`src/rtl/uns_acc_pkg.sv`:
```
// ============================================================================
// Module : uns_acc_pkg
// Brief  : Shared select encodings and default widths for uns_acc_sel.
// Rev    : 1.0  initial release
// ============================================================================
`default_nettype none

package uns_acc_pkg;

  localparam logic [1:0] SEL_SUM  = 2'b00;
  localparam logic [1:0] SEL_D1   = 2'b01;
  localparam logic [1:0] SEL_D2   = 2'b10;
  localparam logic [1:0] SEL_HOLD = 2'b11;

  localparam int DATA_W_DEF = 3;
  localparam int ACC_W_DEF  = 6;

endpackage

`default_nettype wire

```
`src/rtl/uns_acc_inc_mux.sv`:
```
// ============================================================================
// Module : uns_acc_inc_mux
// Brief  : Combinational increment selector; yields zero-extended inc + hold.
// Rev    : 1.0  initial release
// ============================================================================
`default_nettype none

module uns_acc_inc_mux
  import uns_acc_pkg::*;
#(
  parameter int DATA_W = DATA_W_DEF
) (
  input  logic [DATA_W-1:0] i_data1,
  input  logic [DATA_W-1:0] i_data2,
  input  logic [1:0]        i_sel,
  output logic [DATA_W:0]   o_inc,
  output logic              o_hold
);

  always_comb begin
    o_inc  = '0;
    o_hold = 1'b0;
    case (i_sel)
      SEL_SUM:  o_inc  = {1'b0, i_data1} + {1'b0, i_data2};
      SEL_D1:   o_inc  = {1'b0, i_data1};
      SEL_D2:   o_inc  = {1'b0, i_data2};
      default:  o_hold = 1'b1;
    endcase
  end

endmodule

`default_nettype wire

```
`src/rtl/uns_acc_sel.sv`:
```
// ============================================================================
// Module : uns_acc_sel
// Brief  : Registered unsigned accumulator with input select and carry flag.
//          Define UNS_ACC_SAT_EN for saturating instead of wrap-around adds.
// Rev    : 1.0  initial release
// ============================================================================
`default_nettype none

module uns_acc_sel
  import uns_acc_pkg::*;
#(
  parameter int DATA_W = DATA_W_DEF,
  parameter int ACC_W  = ACC_W_DEF
) (
  input  logic              clk,
  input  logic              i_rst_n,
  input  logic [DATA_W-1:0] i_data1,
  input  logic [DATA_W-1:0] i_data2,
  input  logic [1:0]        i_sel,
  output logic [ACC_W-1:0]  o_data,
  output logic              o_carry
);

  logic [DATA_W:0]  inc;
  logic             hold;
  logic [ACC_W:0]   sum;
  logic [ACC_W-1:0] acc_q, acc_d;
  logic             carry_q, carry_d;

  uns_acc_inc_mux #(
    .DATA_W (DATA_W)
  ) u_inc_mux (
    .i_data1 (i_data1),
    .i_data2 (i_data2),
    .i_sel   (i_sel),
    .o_inc   (inc),
    .o_hold  (hold)
  );

  assign sum = {1'b0, acc_q} + {{(ACC_W-DATA_W){1'b0}}, inc};

  always_comb begin
    acc_d   = acc_q;
    carry_d = 1'b0;
    if (!hold) begin
`ifdef UNS_ACC_SAT_EN
      // Clamp at full scale; the carry bit doubles as the saturated flag.
      acc_d   = sum[ACC_W] ? {ACC_W{1'b1}} : sum[ACC_W-1:0];
`else
      acc_d   = sum[ACC_W-1:0];
`endif
      carry_d = sum[ACC_W];
    end
  end

  always_ff @(posedge clk or negedge i_rst_n) begin
    if (!i_rst_n) begin
      acc_q   <= '0;
      carry_q <= 1'b0;
    end else begin
      acc_q   <= acc_d;
      carry_q <= carry_d;
    end
  end

  assign o_data  = acc_q;
  assign o_carry = carry_q;

endmodule

`default_nettype wire

```
`config.mk`:
```
export PLATFORM = sky130hd
export DESIGN_NAME = uns_acc_sel
export DESIGN_NICKNAME = d
export VERILOG_FILES = /design/src/rtl/uns_acc_pkg.sv /design/src/rtl/uns_acc_inc_mux.sv /design/src/rtl/uns_acc_sel.sv
export SDC_FILE = /design/constraint.sdc
export NUM_CORES = 1
export LEC_CHECK = 0
export BUFFER_PORTS_ARGS = -buffer_cell sky130_fd_sc_hd__buf_2
export CAP_MARGIN = 5
export CORE_MARGIN = 5
export CORE_UTILIZATION = 30
export CTS_CLUSTER_DIAMETER = 100
export DETAILED_ROUTE_END_ITERATION = 6
export PLACE_DENSITY = 0.59
export SETUP_SLACK_MARGIN = 0.4
export SYNTH_ARGS = -nofsm -noshare
export SYNTH_HDL_FRONTEND = slang
export SYNTH_SLANG_ARGS = --single-unit
```
`constraint.sdc`:
```
create_clock -name clk -period 2.34 [get_ports clk]
set_clock_uncertainty 0.2 [all_clocks]
set_input_delay 0 -clock clk [delete_from_list [all_inputs] [get_ports clk]]
set_output_delay 0 -clock clk [all_outputs]
set_load 0.005 [all_outputs]
```
==> results.cfg, run 1 <==
[status]
status = complete, no violations

[grt]
grt-ovfl-total = 0
grt_pass1_wl_mm = 2.52
antenna_found_initial = 0
grt_usage_pct = 11.8
first_global_vias = 613
grt_max_degree = 9

[cts]
path_clk_slew_ns = 0.06
clkLatencyLatePin_ns = 0.26
cts_root_buffer = clkbuf_4
cts_tree = built
clockBufferDepth = 2
clock_sinks = 7
cts_made_buffers = 3
htree_num_levels = 1

[layout]
nets = 110
final_area_sq_um = 900
syn2layout_area_growth_pct = 47.6
drive_gt1_share_pct = 42.2
num_antenna_cells = 0
instances_no_fill = 117
multi_input_area_sq_um = 477
final_core_util_pct = 46.3
fillers = 195
register_area_sq_um = 175

[worst_setup_path]
arrival_ns = 1.94
cp_slowest_stage_delay_ns = 0.50
crit_top_cell = ha_4
worst-path-max-fanout = 2
crit_type = primary input to flop
cp_data_required_time_ns = 2.34
path_cells = buf_8 -> ha_4 -> fa_2 -> mux2i_1 -> nor2_1 -> a21o_1 -> ha_4 -> a211oi_4 -> or4b_1 -> nand3_1
endpoint_kind = flop
start_kind = primary input
crit_slowest_cell = or4b_1

[synth]
async_flop_share_pct = 100
ys_warn_count = 0
ys_top_cells_by_area = dfrtp_1 (29%), ha_1 (14%), fa_1 (6.6%), mux2i_1 (6.6%), o21ai_0 (4.9%)
synth_ff_type = dfrtp_1
syn-num-nets = 81
synth_edf_count = 0
synth-seq-cells = 7
synth_top_area_share_pct = 28.7
synth_area_sq_um = 609
yosysSeqAreaShare_pct = 28.7
syn_inst = 62
yosysUniqueCellTypes = 24
avgSynthCellArea_sq_um = 9.83
yosysTopAreaCell = dfrtp_1

[placed_design]
dp_slack_ns = 0.0441
io_buffers = 16
placed_cells = 104
gp_congestion = 0.648
place_hpwl_mm = 1.06
place_area_sq_um = 751

[sta]
finalSetupViolations = 0
fmax_mhz = 516
tns_ns = 0
slew_headroom_pct = 77.0
setup_slack_ns = 0.400
hold_ws_ns = 0.0553
final.period_utilization_pct = 82.9
worstMarginPinSlew_ns = 0.344
rsz0062_at_grt = yes
hold_violations = 0
period_needed_ns = 1.94
drv_slew = 0

[run]
drv_cap = 0

[detailed_routing]
first_pass_iters = 1
avgViaCountPerCell = 4.75
wl_per_cell_um = 12.6
drtAntennaViolNets = 0
vias = 556
route.detailed.drc = 0
wirelength_mm = 1.47
drt_iter0_drc = 0

[floorplanning]
start_util_pct = 31.4
core_area_sq_um = 1940
die_w_um = 55.1
boundaryPins = 17
die_h_um = 55.1
num_rows = 16
design.die.area_sq_um = 3030

[pwr]
sw_frac_of_total_pct = 38.4
p_int_mw = 0.517
fin_total_pwr_mw = 0.839
power_switching_mw = 0.322
p_leak_nw = 0.404
sequentialPowerShare_pct = 27.0
vdd.ir_drop.worst_v = 0.000483
p_per_area_nw_per_um2 = 932
p_comb_share_pct = 59.0
clkPwrFrac_pct = 13.9

[worst_hold_path]
hp-class = primary input to flop
## per-layer routing
| metal | global-route usage (%) | vias to the layer above | part of all wire [%] |
|---|---|---|---|
| li1 | - | 281 | - |
| met3 | 2.95 | 2 | 6.5 |
| met4 | 6.07 | 0 | 1.0 |
| met2 | 19.9 | 13 | 49 |
| met1 | 13.6 | 260 | 44 |
| met5 | 0 | - | 0 |
## cells in the mapped netlist, types with 3 or more instances
library cell / number
mux2i_1: 4
ha_1: 7
o21ai_0: 6
nor2_1: 3
a21oi_1: 5
inv_1: 3
dfrtp_1: 7
a21o_1: 3
nand2_1: 4
## power by group through the flow
stage	registers [mW]	logic, mW	clock network, mW
3_3_place_gp	0.225	0.381	0
6_report	0.227	0.495	0.117
3_5_place_dp	0.228	0.386	0
5_1_grt	0.239	0.557	0.128
4_1_cts	0.228	0.462	0.120
2_1_floorplan	0.226	0.272	0
## critical path, delay by kind of cell
kind | cells | cell delay [ns]
AOI/OAI and AO/OA | 2 | 0.23
adders and majority gates | 3 | 0.83
buffers and inverters | 1 | 0.10
muxes | 1 | 0.13
and+or+nand+nor | 3 | 0.65
## layout make-up
class / instances / share of cell area, %
flip-flops and latches: 7 / 19.5
clock buffers: 4 / 2.92
well taps: 27 / 3.76
repair buffers: 25 / 19.6
inverters: 3 / 1.25
multi-input cells: 51 / 53.0
## sequential cells by signal, indices dropped and copies added (netlist names)
register	cells
o_data	6
o_carry	1
## cell usage in the layout (no fill, tap or decap), types with 3 or more instances in the layout
cell	synthesis	final
buf_2	0	14
dfrtp_1	7	7
dlygate4sd3_1	0	5
clkbuf_4	0	3
mux2i_1	4	4
a21oi_1	5	5
buf_4	0	4
nand2_1	4	4
o21ai_1	0	4
nor2_1	3	3
inv_1	3	3
ha_1	7	3
a21o_1	3	3
## final timing paths
| kind | slack (ns) | start | depth (start not counted) | endpoint |
|---|---|---|---|---|
| hold reg to reg | 0.30 | o_data[4] | 1 | o_data[4] |
| hold / removal | 0.06 | i_sel[1] | 3 | o_data[1] |
| setup reg to reg | 0.60 | o_data[0] | 6 | o_data[4] |
| setup / recovery | 0.40 | i_data2[0] | 10 | o_data[5] |
| min in group asynchronous | 0.49 | i_rst_n | 3 | o_data[4] |
| max in group asynchronous | 1.19 | i_rst_n | 3 | o_data[1] |
## kinds of logic after synthesis
kind of cell / share of synthesized area [%]
compound gates: 20.9
simple gates: 12.9
fa+ha+maj: 20.9
mux: 8.42
buf+inv: 3.70
xor+xnor: 4.31
flops: 28.7
## what timing repair did
action | in CTS | in global routing
hold buffers | 5 | 0
setup buffers | 3 | 1
gates resized for setup | 3 | 8
endpoints found under the hold margin | 9 | 0
endpoints found under the setup margin | 2 | 5
pin swaps | 7 | 1
Power figures use the tool's default switching activity.
==> run 2: changes to the inputs <==
--- a/config.mk
+++ b/config.mk
@@ -5,13 +5,14 @@
 export SDC_FILE = /design/constraint.sdc
 export NUM_CORES = 1
 export LEC_CHECK = 0
+export ABC_AREA = 1
 export BUFFER_PORTS_ARGS = -buffer_cell sky130_fd_sc_hd__buf_2
 export CAP_MARGIN = 5
 export CORE_MARGIN = 5
 export CORE_UTILIZATION = 30
 export CTS_CLUSTER_DIAMETER = 100
 export DETAILED_ROUTE_END_ITERATION = 6
-export PLACE_DENSITY = 0.59
+export PLACE_DENSITY = 0.61
 export SETUP_SLACK_MARGIN = 0.4
 export SYNTH_ARGS = -nofsm -noshare
 export SYNTH_HDL_FRONTEND = slang
==> constraint.sdc (replaced) <==
create_clock -name clk -period 1.7 [get_ports clk]
set_clock_uncertainty 0.2 [all_clocks]
set_input_delay 0 -clock clk [delete_from_list [all_inputs] [get_ports clk]]
set_output_delay 0 -clock clk [all_outputs]
set_load 0.005 [all_outputs]
==> results.cfg, run 2 <==
[synth]
syn-num-nets = 97
yosysUniqueCellTypes = 19
async_flop_share_pct = 100
yosysTopAreaCell = dfrtp_1
synth_top_area_share_pct = 28.7
avgSynthCellArea_sq_um = 7.83
syn_inst = 78
yosysSeqAreaShare_pct = 28.7
synth.most_common_cell = nand3_1
ys_top_cells_by_count = nand3_1 (15), nand2_1 (14), inv_1 (8), dfrtp_1 (7), ha_1 (7)
synth_ff_type = dfrtp_1
ys_top_cells_by_area = dfrtp_1 (29%), ha_1 (14%), nand3_1 (12%), nand2_1 (8.6%), fa_1 (6.6%)
synth_edf_count = 0
synth-seq-cells = 7
synth_area_sq_um = 611
ys_warn_count = 0

[floorplanning]
start_util_pct = 31.4
design.die.area_sq_um = 3040
die_h_um = 55.1
boundaryPins = 17
core_area_sq_um = 1940
num_rows = 16
die_w_um = 55.1

[cts]
path_clk_slew_ns = 0.05
cts_made_buffers = 3
clkLatencyLatePin_ns = 0.25
cts_tree = built
clock_sinks = 7
cts_root_buffer = clkbuf_4
htree_num_levels = 1
clockBufferDepth = 2

[layout]
syn2layout_area_growth_pct = 54.9
fillers = 197
num_antenna_cells = 0
largest_reg_flops = 6
layout_common_cells = buf_2 (14), buf_4 (12), nand3_1 (11), nand2_1 (9)
final_core_util_pct = 48.7
nets = 132
drive_gt1_share_pct = 50.9
final_common_cell = buf_2
instances_no_fill = 139

[placed_design]
placed_cells = 129
gp_congestion = 0.733
io_buffers = 16
dp_slack_ns = -0.345
place_hpwl_mm = 1.12

[worst_setup_path]
path_cells = buf_8 -> ha_4 -> fa_2 -> or2_1 -> nand3_1 -> nand3_2 -> ha_4 -> buf_4 -> nand3_2 -> nand2_2 -> a21oi_1 -> nor2_2
worst-path-max-fanout = 2
cp_data_required_time_ns = 1.65
crit_slowest_cell = fa_2
cp_slowest_stage_delay_ns = 0.33
critical-path-top-delay-family = adder cells
crit_type = primary input to flop
arrival_ns = 1.69
endpoint_kind = flop
critPathBufInv = 2
start_kind = primary input

[detailed_routing]
wirelength_mm = 1.48
wl_per_cell_um = 10.7
drt_iter0_drc = 6
vias = 607
route.detailed.drc = 0
drtAntennaViolNets = 0
avgViaCountPerCell = 4.37
first_pass_iters = 4

[grt]
antenna_found_initial = 0
first_global_vias = 594
grt_usage_pct = 11.3
grt-ovfl-total = 0
grt_pass1_wl_mm = 2.45
grt_max_degree = 9

[sta]
rsz0062_at_grt = yes
final.period_utilization_pct = 102
drv_slew = 0
fmax_mhz = 574
finalSetupViolations = 2
period_needed_ns = 1.74
hold_violations = 0
worstMarginPinSlew_ns = 0.345
setup_slack_ns = -0.0421
slew_headroom_pct = 77.0

[status]
violations = setup timing
status = finished with violations

[worst_hold_path]
hp-class = primary input to flop

[pwr]
p_leak_nw = 0.496
p_per_area_nw_per_um2 = 1170
vdd.ir_drop.worst_v = 0.000662

[run]
drv_cap = 0
run 2: cell count changes after synthesis, sizes merged, moves of 2 or more:
cell    previous run  this run
nand2              4        17
nand3              2        15
inv                3        12
o21ai              6         1
mux2i              4         0
a21o               3         0
nor2               3         6
a211oi             2         0
nor2b              2         0
xor2               2         0
run 2: layout make-up:
class	instances	area, sq um	share of cell area [%]
repair buffers	32	228	24.1
clock buffers	4	26.3	2.78
flip-flops and latches	7	175	18.5
inverters	12	45.0	4.76
multi-input cells	57	438	46.3
well taps	27	33.8	3.57
run 2: power by group:
part	internal [mW]	leakage (nW)	switching [mW]	total, mW
Clock	0.0898	0.0150	0.0644	0.154
Combinational	0.323	0.397	0.316	0.638
Sequential	0.245	0.0838	0.0700	0.315
run 2: path summary, 6_finish.rpt:
kind                            startpoint         to  slack, ns  cells after the start
worst min-delay path              i_sel[0]  o_data[3]      0.009                      4
min in group asynchronous          i_rst_n  o_data[4]       0.50                      3
worst max register to register   o_data[0]  o_data[4]       0.07                      9
worst min register to register   o_data[5]  o_data[5]       0.31                      2
worst max-delay path            i_data2[0]  o_data[4]      -0.04                     12
max in group asynchronous          i_rst_n  o_data[1]       0.55                      3
run 2: layer usage:
metal	GRT usage (%)	vias to the layer above	part of all wire (%)
li1	-	323	-
met1	14.9	264	48
met2	18.1	15	45
met3	0.804	5	4.8
met4	6.07	0	2.3
met5	0	-	0
run 2: repair_timing:
action / 4_1_cts / 5_1_grt
endpoints found under the setup margin: 6 / 6
hold buffers: 3 / 0
setup buffers: 1 / 2
resized for setup: 6 / 5
hold endpoints to repair: 8 / 0
pin swaps: 10 / 7
cloned: 0 / 0
run 2: tightest hold or removal path: cells and delay by family:
family                 cells  cell delay [ns]
buffers and inverters      2             0.29
AOI/OAI and AO/OA          1             0.06
and+or+nand+nor            1             0.07
run 2: cells by family after synthesis:
| kind of cell | synth area share, % |
|---|---|
| and+or+nand+nor | 30.3 |
| buffers and inverters | 10.5 |
| adders and majority gates | 20.9 |
| AOI/OAI and AO/OA | 7.17 |
| DFF | 28.7 |
| muxes | 2.46 |
run 2: per-stage QoR:
step | total power [mW] | hold slack [ns] | cell area, sq um | TNS [ns]
6_report | 1.11 | 0.00880 | 946 | -0.0750
4_1_cts | 1.07 | 0.00705 | 915 | -0.0338
3_3_place_gp | 0.857 | -0.356 | 828 | -1.46
5_1_grt | 1.21 | 0.0354 | 946 | -0.281
2_1_floorplan | 0.677 | -0.496 | 658 | -0.214
3_5_place_dp | 0.878 | -0.355 | 828 | -1.53
